File: src/rtl/calc_entry_pkg.sv
// Shared codes for the calculator keypad front end: phase, operation, key and
// operand-register command encodings.
package calc_entry_pkg;

    typedef enum logic [1:0] {
        S_A   = 2'd0,
        S_B   = 2'd1,
        S_OBL = 2'd2
    } st_e;

    typedef enum logic [2:0] {
        SL_ADD = 3'd0,
        SL_SUB = 3'd1,
        SL_XOR = 3'd2,
        SL_AND = 3'd3,
        SL_OR  = 3'd4
    } sl_e;

    // Command to one 4-digit operand register.
    typedef enum logic [2:0] {
        SH_NOP  = 3'd0,
        SH_SHL  = 3'd1,
        SH_SHR  = 3'd2,
        SH_CLR  = 3'd3,
        SH_LOAD = 3'd4,
        SH_SET1 = 3'd5
    } sh_op_e;

    localparam int unsigned K_DIG_MAX = 9;
    localparam int unsigned K_ADD     = 10;
    localparam int unsigned K_SUB     = 11;
    localparam int unsigned K_XOR     = 12;
    localparam int unsigned K_AND     = 13;
    localparam int unsigned K_OR      = 14;
    localparam int unsigned K_EQ      = 15;
    localparam int unsigned K_CLR     = 16;
    localparam int unsigned K_BKSP    = 17;

endpackage

File: src/rtl/calc_entry_bcd_shift4.sv
// Four-digit BCD operand register with digit count; the caller guarantees
// shifts are only requested when the count allows them.
module bcd_shift4
    import calc_entry_pkg::*;
(
    input  logic        i_clk,
    input  logic        i_rst,
    input  sh_op_e      i_op,
    input  logic [3:0]  i_din,
    input  logic [15:0] i_load,
    output logic [15:0] o_num,
    output logic [2:0]  o_cnt
);

    logic [15:0] r_num;
    logic [2:0]  r_cnt;

    always_ff @(posedge i_clk) begin
        if (i_rst) begin
            r_num <= 16'd0;
            r_cnt <= 3'd0;
        end else begin
            case (i_op)
                SH_SHL: begin
                    r_num <= {r_num[11:0], i_din};
                    r_cnt <= r_cnt + 3'd1;
                end
                SH_SHR: begin
                    r_num <= {4'd0, r_num[15:4]};
                    r_cnt <= r_cnt - 3'd1;
                end
                SH_CLR: begin
                    r_num <= 16'd0;
                    r_cnt <= 3'd0;
                end
                SH_LOAD: begin
                    r_num <= i_load;
                    r_cnt <= 3'd4;
                end
                SH_SET1: begin
                    r_num <= {12'd0, i_din};
                    r_cnt <= 3'd1;
                end
                default: ;
            endcase
        end
    end

    assign o_num = r_num;
    assign o_cnt = r_cnt;

endmodule

File: src/rtl/calc_entry.sv
// Keypad front end: turns key strobes into operand digits, phase and operation
// codes for the calculator core, chaining onto the core result when enabled.
module calc_entry
    import calc_entry_pkg::*;
#(
    parameter int KEY_W    = 5,
    parameter bit CHAIN_EN = 1'b1
) (
    input  logic             clk,
    input  logic             rst,
    input  logic             key_valid,
    input  logic [KEY_W-1:0] key_code,
    input  logic [15:0]      result,
    output logic [3:0]       A1,
    output logic [3:0]       A2,
    output logic [3:0]       A3,
    output logic [3:0]       A4,
    output logic [3:0]       B1,
    output logic [3:0]       B2,
    output logic [3:0]       B3,
    output logic [3:0]       B4,
    output logic [1:0]       ST,
    output logic [2:0]       ST_L,
    output logic             key_err
);

    st_e         r_st;
    sl_e         r_sl;
    logic        r_err;

    logic [31:0] w_kc;
    logic        w_dig, w_op, w_eq, w_clr, w_bksp, w_ill;
    logic [3:0]  w_din;
    sl_e         w_key_sl;
    sh_op_e      w_opA, w_opB;
    st_e         w_nxt_st;
    sl_e         w_nxt_sl;
    logic        w_nxt_err;
    logic [15:0] w_numA, w_numB;
    logic [2:0]  w_cntA, w_cntB;

    assign w_kc     = 32'(key_code);
    assign w_dig    = (w_kc <= K_DIG_MAX);
    assign w_op     = (w_kc >= K_ADD) && (w_kc <= K_OR);
    assign w_eq     = (w_kc == K_EQ);
    assign w_clr    = (w_kc == K_CLR);
    assign w_bksp   = (w_kc == K_BKSP);
    assign w_ill    = (w_kc > K_BKSP);
    assign w_din    = w_kc[3:0];
    assign w_key_sl = sl_e'(3'(w_kc - K_ADD));

    always_comb begin
        w_opA     = SH_NOP;
        w_opB     = SH_NOP;
        w_nxt_st  = r_st;
        w_nxt_sl  = r_sl;
        w_nxt_err = 1'b0;
        case (r_st)
            S_A, S_B, S_OBL: begin
                if (key_valid) begin
                    if (w_ill) begin
                        w_nxt_err = 1'b1;
                    end else if (w_clr) begin
                        w_opA    = SH_CLR;
                        w_opB    = SH_CLR;
                        w_nxt_st = S_A;
                        w_nxt_sl = SL_ADD;
                    end else if (r_st == S_A) begin
                        if (w_dig) begin
                            if (w_cntA < 3'd4) w_opA = SH_SHL;
                            else               w_nxt_err = 1'b1;
                        end else if (w_bksp) begin
                            if (w_cntA != 3'd0) w_opA = SH_SHR;
                            else                w_nxt_err = 1'b1;
                        end else if (w_op) begin
                            w_nxt_sl = w_key_sl;
                            w_nxt_st = S_B;
                        end else begin
                            w_nxt_err = 1'b1;
                        end
                    end else if (r_st == S_B) begin
                        if (w_dig) begin
                            if (w_cntB < 3'd4) w_opB = SH_SHL;
                            else               w_nxt_err = 1'b1;
                        end else if (w_bksp) begin
                            if (w_cntB != 3'd0) w_opB = SH_SHR;
                            else                w_nxt_err = 1'b1;
                        end else if (w_op) begin
                            // Operator may only be changed before B has digits.
                            if (w_cntB == 3'd0) w_nxt_sl = w_key_sl;
                            else                w_nxt_err = 1'b1;
                        end else begin
                            w_nxt_st = S_OBL;
                        end
                    end else begin
                        if (w_dig) begin
                            w_opA    = SH_SET1;
                            w_opB    = SH_CLR;
                            w_nxt_st = S_A;
                        end else if (w_op && CHAIN_EN) begin
                            w_opA    = SH_LOAD;
                            w_opB    = SH_CLR;
                            w_nxt_sl = w_key_sl;
                            w_nxt_st = S_B;
                        end else begin
                            w_nxt_err = 1'b1;
                        end
                    end
                end
            end
            default: begin
                // Corrupted phase code: recover to the reset state.
                w_opA    = SH_CLR;
                w_opB    = SH_CLR;
                w_nxt_st = S_A;
                w_nxt_sl = SL_ADD;
            end
        endcase
    end

    always_ff @(posedge clk) begin
        if (rst) begin
            r_st  <= S_A;
            r_sl  <= SL_ADD;
            r_err <= 1'b0;
        end else begin
            r_st  <= w_nxt_st;
            r_sl  <= w_nxt_sl;
            r_err <= w_nxt_err;
        end
    end

    bcd_shift4 u_opa (
        .i_clk  (clk),
        .i_rst  (rst),
        .i_op   (w_opA),
        .i_din  (w_din),
        .i_load (result),
        .o_num  (w_numA),
        .o_cnt  (w_cntA)
    );

    bcd_shift4 u_opb (
        .i_clk  (clk),
        .i_rst  (rst),
        .i_op   (w_opB),
        .i_din  (w_din),
        .i_load (16'd0),
        .o_num  (w_numB),
        .o_cnt  (w_cntB)
    );

    assign {A4, A3, A2, A1} = w_numA;
    assign {B4, B3, B2, B1} = w_numB;
    assign ST      = r_st;
    assign ST_L    = r_sl;
    assign key_err = r_err;

endmodule

File: config.mk
export PLATFORM = sky130hd
export DESIGN_NAME = calc_entry
export DESIGN_NICKNAME = d
export VERILOG_FILES = /design/src/rtl/calc_entry_pkg.sv /design/src/rtl/calc_entry_bcd_shift4.sv /design/src/rtl/calc_entry.sv
export SDC_FILE = /design/constraint.sdc
export NUM_CORES = 1
export LEC_CHECK = 0
export CORE_MARGIN = 2
export CORE_UTILIZATION = 60
export DETAILED_ROUTE_END_ITERATION = 10
export DONT_BUFFER_PORTS = 1
export MAX_ROUTING_LAYER = met4
export PLACE_DENSITY = 0.76
export REMOVE_ABC_BUFFERS = 1
export SLEW_MARGIN = 20
export SYNTH_ARGS = -nofsm -noshare
export SYNTH_HDL_FRONTEND = slang
export SYNTH_SLANG_ARGS = --single-unit
File: constraint.sdc
create_clock -name clk -period 3.65 [get_ports clk]
set_input_delay 0.365 -clock clk [delete_from_list [all_inputs] [get_ports clk]]
set_output_delay 0.365 -clock clk [all_outputs]
set_load 0.02 [all_outputs]
**After elaboration in Yosys (flattened, before gate mapping)**

Index checks and enable logic that the tools add are counted.
Widths: inputs -> output; s select.

- Order comparisons: 6
- Equality and inequality tests: 22
- Mux-type cells: 65
- Bitwise operators: 3
- Reductions and logical operators: 14
- Add/sub/neg operators: 5

Operator list:

| operator | count |
|---|---|
| $mux 3 | 27 |
| $pmux 16 s5 | 1 |
| $pmux 16 s4 | 1 |
| $mux 2 | 16 |
| $pmux 3 s5 | 2 |
| $mux 1 | 18 |
| $reduce_and 7->1 | 2 |
| $eq 3x2->1 const B | 4 |
| $eq 3x3->1 const B | 4 |
| $ne 3x3->1 const B | 4 |
| $eq 5x5->1 const B | 2 |
| $le 5x4->1 const B | 2 |
| $reduce_bool 5->1 | 2 |
| $ne 4x4->1 const B | 2 |
| $add 3x1->3 const B | 2 |
| $eq 3x1->1 const B | 2 |
| $lt 3x3->1 const B | 2 |
| $reduce_bool 3->1 | 2 |
| $reduce_or 3->1 | 2 |
| $sub 3x1->3 const B | 2 |
| $ge 5x4->1 const B | 1 |
| $gt 5x5->1 const B | 1 |
| $ne 4x3->1 const B | 1 |
| $reduce_bool 4->1 | 1 |
| 9 further kinds | 12 |

- Output and inout bits: 38
- Register bits: 44
- Word-level logic and storage cells: 122

**Longest topological paths before layout**

Gate-level depths: netlist of run 1.

- Word-level depth: 13
- Depth in mapped cells: 13
- Mapped depth without buffers: 10

**By module**

A second synthesis of run 1 with hierarchy kept.

- Cell total of the unflattened synthesis: 356
- Area, all modules: 3067.9 um^2

Modules (own cells, without submodules):

| module | times used | cells an instance | sequential area each (um^2) | area each (um^2) |
|---|---|---|---|---|
| bcd_shift4 at u_opa | 1 | 128 | 380.4 | 1219.9 |
| bcd_shift4 at u_opb | 1 | 126 | 380.4 | 1119.8 |
| calc_entry | 1 | 102 | 120.1 | 728.2 |

**Least setup slack after synthesis of run 1**

OpenSTA, ideal clock, no wires.

- Path kind: input port to flip-flop
- From: input port key_code[3]
- To: register u_opb.r_cnt[2], in the netlist u_opb.o_cnt[2]
- Cell stages on the path: 10
- Slack: 741 ps
- Path buffers: 2
- Setup time: 91 ps
- Arrival: 2818 ps
- Required time: 3559 ps
- Cell sequence: buf_2 -> or3b_1 -> buf_6 -> nor4_4 -> nor4b_4 -> inv_1 -> fa_1 -> a2111oi_0 -> a211oi_1 -> a311oi_1

- Longest elaborated chain between the ends: 12
- Elaborated cells between the ends (all ways): 24

Ends and longest elaborated chain:

| element | line | text |
|---|---|---|
| start, declared | calc_entry.sv:12 | `input logic [KEY_W-1:0] key_code,` |
| $ge 5x4->1 / $le 5x4->1 (equally long branches) | calc_entry.sv:44 | `assign w_op = (w_kc >= K_ADD) && (w_kc <= K_OR);` |
| $logic_and 1x1->1 | calc_entry.sv:44 |  |
| $mux 2 | calc_entry.sv:100 | `end else if (w_op && CHAIN_EN) begin` |
| $mux 2 | calc_entry.sv:96 | `if (w_dig) begin` |
| $mux 3 | calc_entry.sv:81 | `end else if (r_st == S_B) begin` |
| $mux 3 | calc_entry.sv:68 | `end else if (r_st == S_A) begin` |
| $mux 3 | calc_entry.sv:63 | `end else if (w_clr) begin` |
| $mux 3 * | calc_entry.sv:61 | `if (w_ill) begin` |
| $mux 3 * | calc_entry.sv:60 | `if (key_valid) begin` |
| $mux 3 * | calc_entry.sv:58 | `case (r_st)` |
| $eq 3x3->1 (tied with other cells) | calc_entry_bcd_shift4.sv:23 | `case (i_op)` |
| $pmux 3 s5 / $reduce_bool 5->1 (equally long branches) | - |  |
| end signal, assigned | calc_entry_bcd_shift4.sv:26 | `r_cnt <= r_cnt + 3'd1;` |
| end signal, assigned | calc_entry_bcd_shift4.sv:30 | `r_cnt <= r_cnt - 3'd1;` |
| end, declared | calc_entry_bcd_shift4.sv:16 | `logic [2:0] r_cnt;` |

Mark *: on every way between the ends. The rest lies on a longest branch, timed or not.
A chain may end at the register's enable or synchronous reset.

**Final worst setup path of run 1**

- From: register r_st[1], in the netlist ST[1]
- To: register u_opb.r_cnt[2], in the netlist u_opb.o_cnt[2]

- Longest elaborated chain between the ends: 9
- Elaborated cells between the ends (all ways): 17

Ends and longest elaborated chain:

| element | line | text |
|---|---|---|
| start, declared | calc_entry.sv:27 | `st_e r_st;` |
| start signal, assigned | calc_entry.sv:127 | `r_st <= w_nxt_st;` |
| $eq 2x1->1 | calc_entry.sv:58, calc_entry.sv:81 |  |
| $mux 3 | calc_entry.sv:81 |  |
| $mux 3 | calc_entry.sv:68 |  |
| $mux 3 | calc_entry.sv:63 |  |
| $mux 3 | calc_entry.sv:61 |  |
| $mux 3 | calc_entry.sv:60 |  |
| $mux 3 * | calc_entry.sv:58 |  |
| $eq 3x3->1 (tied with other cells) | calc_entry_bcd_shift4.sv:23 |  |
| $pmux 3 s5 / $reduce_bool 5->1 (equally long branches) | - |  |

Marked as above.

==> flow_summary.toml, run 1 <==
[route]
route.detailed.drc = 0
viasPerCell = 7.20
via_count = 2434
wl_per_cell_um = 19.8
dr.pass1.iters = 5
drt-total-wl_mm = 6.68
drt_iter0_drc = 223
drtAntennaViolNets = 0

[synth]
yosysTopAreaCellShare = 0.331
synth_fa_ha_area_frac = 0.0245
synth.avg_cell_area_um2 = 9.07
yosysUniqueCellTypes = 70
ys_warn_count = 0
synth_ff_type = "dfxtp_1"
synth_xor_xnor_area_share = 0.00659
yosysTopAreaCell = "dfxtp_1"
synthSimpleGateAreaFrac = 0.176
synth_area_mm2 = 0.00266
synth_common_cells = "dfxtp_1, nand2_1, nor2_1"
synth-seq-cells = 44
synth-edff-count = 0
synthTopCellsByArea = "dfxtp_1, mux2i_1, a22o_1"
synthCells = 293
async_flop_share = 0
synth_compound_area_frac = 0.353
synth_top_family_by_area = "compound AO/OA/AOI/OAI gates"
synth_most_common_cell = "dfxtp_1"
muxShareOfSynthArea = 0.0457
seq_area_frac_synth = 0.331

[global_routing]
antenna_found_initial = 0
grt_start_max_net_pins = 28
grt_pass1_wl_mm = 11.0
track_usage = 0.279
gr-total-overflow = 0
first_global_vias = 2221

[min_path]
holdPathEnd = "u_opb.o_num[7]$_SDFFE_PP0P_"
min_from = "rst"
whs_path_depth = 1
hp-class = "primary input to register"

[sta]
tns_ns = 0
fmax_mhz = 360
rsz0062_at_grt = "no"
slew_headroom = 0.447
final-hold-violation-count = 0
finalSetupViolations = 0
period_share = 0.760
finalMaxSlewViolations = 0
worstMarginPinSlew_ns = 0.823
skew_ns = 0.00606
setup_ws_ns = 0.875
finalCriticalPeriod_ns = 2.78

[die]
die_area_mm2 = 0.00498
die_h_um = 70.6
die_w_um = 70.6
initial_core_util = 0.615
row_count = 24
coreArea_mm2 = 0.00432
io_pins = 62

[worst_setup_path]
r2r-end = "u_opb.o_cnt[2]$_SDFFE_PP0P_"
arrival_ns = 2.99
crit_type = "register to register"
cp.required_ns = 3.86
cp-end-kind = "register"
reg2reg_slack_ns = 0.87
reg2reg_depth = 8
worstPathMaxFanout = 11
start_kind = "register"
worstReg2RegStart = "ST[1]$_SDFFE_PP0P_"

[clock_tree]
clkSinkCount = 44
numCtsBuffers = 5
holdBufCountCts = 0
post-cts-setup-buffers = 0
cts_tree = "built"
root_buffer = "clkbuf_8"
clock_path_buffers = 2
htree_levels = 2
insertion_delay_ns = 0.29
clkTransAtPathRegs_ns = 0.08
cts_resized = 0

[final_layout]
fillers = 405
fin_util = 0.640
regArea_um2 = 881
multi_input_area_mm2 = 0.00161
syn_to_final_growth_pct = 4.10
layout.nets = 313
fin_cells = 338
antennaDiodeCount = 0
drive_gt1_frac = 0.150

[placement]
gp_congestion = 0.980
numPortBuffers = 0
dp_cells = 330
pre_cts_ws_ns = 0.652
detailed_place_hpwl_mm = 4.84

[pwr]
powerDensity_mw_per_mm2 = 359
leakage_uw = 0.00102
ir_worst_vdd_v = 0.000224

[outcome]
status = "completed"

[flow_run]
maxCapViolCount = 0
-- power breakdown --
part | leakage, uW | switching (uW) | total [uW] | internal [uW]
clock network | 0.0000645 | 160 | 402 | 241
registers | 0.000355 | 17.1 | 505 | 488
logic | 0.000599 | 52.9 | 86.0 | 33.0
total | 0.00102 | 230 | 993 | 762
-- kinds of logic (layout without fill, tap and decap cells) --
kind of cell,Yosys count,in the layout
AO/OA/AOI/OAI,116,116
XOR/XNOR,2,2
adder cells (fa/ha/maj),4,4
buffers and inverters,30,23
flip-flops,44,44
multiplexers,12,12
AND/OR/NAND/NOR,85,85
-- cell usage in the layout, fill, tap and decap left out, types with 2 or more instances in the layout --
master	n
buf_4	8
a211oi_1	6
fa_1	2
o21ai_1	10
ha_1	2
nor3_1	7
o22ai_1	9
dfxtp_1	44
nand2b_1	6
a22oi_2	6
o21ai_0	10
or3_1	2
nand4_1	2
o211ai_1	4
a32oi_1	2
a311oi_1	4
a211oi_2	3
o211a_1	2
or2_2	2
a21o_1	8
and3_1	3
and2_1	2
a31oi_4	2
a2111oi_0	2
nand3_1	5
nor2_1	20
a21oi_1	10
a22oi_1	7
clkbuf_8	7
a22o_1	11
nand2_1	23
mux2i_1	11
xnor2_1	2
inv_1	7
or3b_1	2
a31o_2	2
-- per-stage QoR --
| step | hold slack (ns) | instance area [um^2] | total power (uW) |
|---|---|---|---|
| after global placement | 0.437 | 2640 | 601 |
| final | 0.142 | 2770 | 993 |
| after global routing | 0.121 | 2770 | 1030 |
| after detailed placement | 0.440 | 2640 | 601 |
| after CTS | 0.122 | 2770 | 996 |
| after floorplan | 0.430 | 2510 | 579 |
-- final cells by class --
cell class                 instances  area share
inverter                           7     0.00950
multi-input combinational        219       0.581
timing repair buffer               8      0.0217
tap                               52      0.0235
sequential                        44       0.318
clock buffer                       7      0.0348
clock inverter                     1      0.0109
-- how the worst max path moves through the flow --
stage	from	to	slack, ns	cells past startpoint
after floorplan	key_code[2]	u_opa.o_num[4]$_SDFFE_PP0P_	0.70	6
after global placement	key_code[2]	u_opb.o_cnt[2]$_SDFFE_PP0P_	0.75	8
after detailed placement	key_code[2]	u_opb.o_cnt[2]$_SDFFE_PP0P_	0.65	8
after CTS	ST[1]$_SDFFE_PP0P_	u_opb.o_cnt[2]$_SDFFE_PP0P_	0.90	8
after global routing	ST[1]$_SDFFE_PP0P_	u_opb.o_cnt[2]$_SDFFE_PP0P_	0.62	8
final	ST[1]$_SDFFE_PP0P_	u_opb.o_cnt[2]$_SDFFE_PP0P_	0.87	8
-- routing by layer --
metal	global-route usage	vias up	wire, um
met5	-	-	0
met4	0.0776	0	116
met3	0.0826	15	747
met2	0.379	142	2930
met1	0.405	1174	2890
li1	-	1103	-
-- flip-flops by register name, indices dropped and copies added (netlist names) --
name and count:
u_opb.o_cnt 3, key_err 1, ST_L 3, u_opa.o_cnt 3, ST 2, u_opa.o_num 16, u_opb.o_num 16
-- critical path, stage by stage, from the launching register on --
cell	delay, ns
dfxtp_1	0.49
nand2b_1	0.31
nor4_4	0.22
nor4b_4	0.33
inv_1	0.13
fa_1	0.48
a2111oi_0	0.39
a211oi_1	0.10
a311oi_1	0.24
Power figures use the tool's default switching activity.
==> run 2, diff against run 1 <==
--- a/config.mk
+++ b/config.mk
@@ -6,11 +6,11 @@
 export NUM_CORES = 1
 export LEC_CHECK = 0
 export CORE_MARGIN = 2
-export CORE_UTILIZATION = 60
+export CORE_UTILIZATION = 57
 export DETAILED_ROUTE_END_ITERATION = 10
 export DONT_BUFFER_PORTS = 1
 export MAX_ROUTING_LAYER = met4
-export PLACE_DENSITY = 0.76
+export PLACE_DENSITY = 0.75
 export REMOVE_ABC_BUFFERS = 1
 export SLEW_MARGIN = 20
 export SYNTH_ARGS = -nofsm -noshare
==> constraint.sdc (replaced) <==
create_clock -name clk -period 2.38 [get_ports clk]
set_input_delay 0.238 -clock clk [delete_from_list [all_inputs] [get_ports clk]]
set_output_delay 0.238 -clock clk [all_outputs]
set_load 0.02 [all_outputs]
==> flow_summary.toml, run 2 (synthesis gave the netlist of run 1 again) <==
[placement]
gp_congestion = 0.989
dp_cells = 356
dpl-instance-area_mm2 = 0.00287
detailed_place_hpwl_mm = 5.27
numPortBuffers = 0

[clock_tree]
htree_levels = 2
insertion_delay_ns = 0.30
numCtsBuffers = 5
clkTransAtPathRegs_ns = 0.09
root_buffer = "clkbuf_8"
cts_tree = "built"
clock_path_buffers = 2
clkSinkCount = 44

[sta]
worstMarginPinSlew_ns = 0.705
skew_ns = 0.00705
finalSetupViolations = 0
rsz0062_at_grt = "no"
hold_ws_ns = 0.00431
slew_headroom = 0.526
finalMaxSlewViolations = 0
fmax_mhz = 452
finalCriticalPeriod_ns = 2.21
final-hold-violation-count = 0
period_share = 0.930

[final_layout]
final_common_cell = "dfxtp_1"
antennaDiodeCount = 0
layout_common_cells = "dfxtp_1, buf_4, nand2_1, nor2_1"
drive_gt1_frac = 0.252
fin_cells = 369
syn_to_final_growth_pct = 15.3
fin_area_mm2 = 0.00306
layout.nets = 344

[pwr]
leakage_uw = 0.00116
ir_worst_vdd_v = 0.000243
powerDensity_mw_per_mm2 = 460
total_power_uw = 1410

[global_routing]
first_global_vias = 2443
antenna_found_initial = 0
gr-total-overflow = 0
grt_pass1_wl_mm = 11.6
grt_start_max_net_pins = 25
track_usage = 0.295

[die]
initial_core_util = 0.602
coreArea_mm2 = 0.00441
io_pins = 62
row_count = 24
die_h_um = 72.3
die_w_um = 72.3
die_area_mm2 = 0.00522

[route]
drtAntennaViolNets = 0
via_count = 2528
viasPerCell = 6.85
drt-total-wl_mm = 7.30
drt_iter0_drc = 161
wl_per_cell_um = 19.8
route.detailed.drc = 0
dr.pass1.iters = 5

[worst_setup_path]
cp.required_ns = 2.59
worstPathMaxFanout = 4
arrival_ns = 2.42
cp-end-kind = "register"
start_kind = "register"
crit_type = "register to register"

[outcome]
status = "completed"

[min_path]
hp-class = "primary input to register"

[flow_run]
maxCapViolCount = 0
## run 2: cell types whose count changed in the layout (fill, tap and decap cells not counted), moves of 2 or more
cell	before	now
buf_4	8	32
dfxtp_2	0	2
buf_12	0	3
dfxtp_1	44	42
dlygate4sd3_1	0	3
clkbuf_8	7	5
nor4_4	1	3
clkinv_2	0	2
## run 2: path summary, 6_finish.rpt
path / from / end / slack [ns] / depth (start not counted)
worst max-delay path: ST[1]$_SDFFE_PP0P_ / u_opb.o_cnt[2]$_SDFFE_PP0P_ / 0.17 / 8
worst min-delay path: rst / ST[1]$_SDFFE_PP0P_ / 0.004 / 1
worst max register to register: ST[1]$_SDFFE_PP0P_ / u_opb.o_cnt[2]$_SDFFE_PP0P_ / 0.17 / 8
worst min register to register: u_opa.o_cnt[1]$_SDFFE_PP0P_ / u_opa.o_cnt[1]$_SDFFE_PP0P_ / 0.53 / 2
## run 2: final cells by class
cell class / count / area (um^2)
multi-input combinational: 219 / 1660
fill: 360 / 1350
sequential: 44 / 883
clock buffer: 5 / 68.8
tap: 52 / 65.1
inverter: 7 / 26.3
timing repair buffer: 39 / 342
clock inverter: 3 / 18.8
## run 2: report_power, final
group / total, uW / internal (uW) / switching, uW
clock network: 466 / 205 / 261
logic: 169 / 73.7 / 94.9
registers: 774 / 748 / 25.6
total: 1410 / 1030 / 381
## run 2: metrics by stage
step | setup slack [ns] | setup TNS [ns] | util
2_1_floorplan | -0.442 | -7.71 | -
3_3_place_gp | -0.158 | -0.169 | 0.651
3_5_place_dp | -0.253 | -0.490 | 0.651
4_1_cts | 0.00615 | 0 | 0.677
5_1_grt | 0.0205 | 0 | 0.694
6_report | 0.168 | 0 | 0.694
## run 2: timing repair
action                     4_1_cts  5_1_grt
setup buffers                    0        2
hold endpoints to repair         3        3
pin swaps                        0        6
setup endpoints to repair        1       10
resized for setup                3       11
hold buffers                     2        1
## run 2: worst max-delay path, cell delays in order (launching register included)
cell	delay, ns
dfxtp_1	0.35
nand2b_4	0.17
nor4_4	0.27
nor4b_4	0.28
inv_2	0.08
fa_2	0.40
a2111oi_2	0.29
a211oi_1	0.09
a311oi_1	0.20
## run 2: layer usage
metal | part of all wire | GRT usage | up-vias
li1 | - | - | 1166
met1 | 0.41 | 0.366 | 1222
met2 | 0.48 | 0.473 | 124
met3 | 0.086 | 0.0708 | 16
met4 | 0.024 | 0.0943 | 0
met5 | 0 | - | -
==> run 3, diff against run 2 <==
--- a/config.mk
+++ b/config.mk
@@ -12,7 +12,7 @@
 export MAX_ROUTING_LAYER = met4
 export PLACE_DENSITY = 0.75
 export REMOVE_ABC_BUFFERS = 1
-export SLEW_MARGIN = 20
+export SLEW_MARGIN = 30
 export SYNTH_ARGS = -nofsm -noshare
 export SYNTH_HDL_FRONTEND = slang
 export SYNTH_SLANG_ARGS = --single-unit
==> flow_summary.toml, run 3 (synthesis gave the netlist of run 1 again) <==
[outcome]
status = "completed"

[worst_setup_path]
cp.required_ns = 2.58
crit_slowest_cell = "or3b_4"
arrival_ns = 2.47
crit_chain = "buf_12, or3b_4, nor4_4, and3_4, fa_1, xnor2_1, xnor2_1, a32oi_1, nor2_1"
cp-end-kind = "register"
cpMostUsedCell = "xnor2_1"
crit_type = "register to register"
cpPeakStageDelay_ns = 0.41
worst-path-buf-inv = 1
worstPathMaxFanout = 10
crit_family = "simple AND/OR/NAND/NOR gates"
start_kind = "register"

[route]
dr.pass1.iters = 4
via_count = 2527
drtAntennaViolNets = 0
route.detailed.drc = 0
drt_iter0_drc = 207
wl_per_cell_um = 20.5
drt-total-wl_mm = 7.53
viasPerCell = 6.89

[sta]
fmax_mhz = 440
finalSetupViolations = 0
final-hold-violation-count = 0
finalMaxSlewViolations = 0
hold_ws_ns = 0.0150
period_share = 0.955
worstMarginPinSlew_ns = 0.702
skew_ns = 0.00669
finalCriticalPeriod_ns = 2.27
tns_ns = 0
slew_headroom = 0.528

[die]
die_h_um = 72.3
coreArea_mm2 = 0.00441
row_count = 24
die_area_mm2 = 0.00522
initial_core_util = 0.602
die_w_um = 72.3
io_pins = 62

[pwr]
powerDensity_mw_per_mm2 = 498
ir_worst_vdd_v = 0.000270
leakage_uw = 0.00116

[global_routing]
antenna_found_initial = 0
first_global_vias = 2498
gr-total-overflow = 0
grt_pass1_wl_mm = 12.0
track_usage = 0.303
grt_start_max_net_pins = 19

[final_layout]
final_common_cell = "dfxtp_1"
multi_input_area_mm2 = 0.00167
layout.nets = 342
syn_to_final_growth_pct = 16.1
fillers = 345
layout_common_cells = "dfxtp_1, buf_4, nand2_1, nor2_1"
antennaDiodeCount = 0
drive_gt1_frac = 0.244
regArea_um2 = 882

[clock_tree]
post-cts-setup-buffers = 0
htree_levels = 2
clkTransAtPathRegs_ns = 0.09
numCtsBuffers = 5
cts_tree = "built"
clock_path_buffers = 2
root_buffer = "clkbuf_8"
clkSinkCount = 44
insertion_delay_ns = 0.31

[placement]
gp_congestion = 0.989
numPortBuffers = 0
detailed_place_hpwl_mm = 5.28

[flow_run]
maxCapViolCount = 0

[min_path]
hp-class = "primary input to register"
-- run 3: timing repair --
action,CTS,global route
pin swaps,0,5
endpoints found under the hold margin,9,1
setup endpoints to repair,1,11
hold buffers,2,1
resized for setup,4,9
-- run 3: per-stage QoR --
step / utilization / area, um^2 / cells / power (uW) / setup WS (ns)
floorplan: - / 2510 / 270 / 888 / -0.442
global placement: 0.651 / 2870 / 356 / 941 / -0.158
detailed placement: 0.653 / 2880 / 356 / 944 / -0.258
CTS: 0.686 / 3030 / 366 / 1520 / 0.0513
global route: 0.699 / 3080 / 367 / 1580 / -0.00638
finish: 0.699 / 3080 / 367 / 1540 / 0.106
-- run 3: worst reg2reg max path: cells and delay by family (launching register included) --
kind,cells,cell delay [ns]
fa+ha+maj,1,0.19
buf+inv,1,0.16
compound gates,1,0.20
simple gates,4,1.05
xor+xnor,2,0.23
flops,1,0.35
-- run 3: cell type report --
type                    instances  area share
clock inverters                 3      0.0150
clock buffers                   5      0.0223
flip-flops and latches         44       0.286
inverters                       7     0.00852
multi-input cells             219       0.542
repair buffers                 37       0.105
well taps                      52      0.0211
-- run 3: worst paths after layout --
check	startpoint	cells past startpoint	slack, ns	end
max	ST[1]$_SDFFE_PP0P_	9	0.11	u_opa.o_cnt[2]$_SDFFE_PP0P_
min	rst	1	0.02	ST[0]$_SDFFE_PP0P_
max reg2reg	ST[1]$_SDFFE_PP0P_	9	0.11	u_opa.o_cnt[2]$_SDFFE_PP0P_
min reg2reg	u_opa.o_cnt[1]$_SDFFE_PP0P_	2	0.53	u_opa.o_cnt[1]$_SDFFE_PP0P_
-- run 3: metal layers --
layer  wire, um  global-route usage  vias to the layer above
met2       3580               0.485                      133
met4        185               0.111                        0
li1           -                   -                     1165
met1       3090               0.371                     1210
met5          0                   -                        -
met3        670              0.0722                       19
-- run 3: report_power, final --
part / internal [uW] / switching (uW)
clock: 316 / 277
combinational: 73.0 / 97.4
sequential: 748 / 25.7
total: 1140 / 400
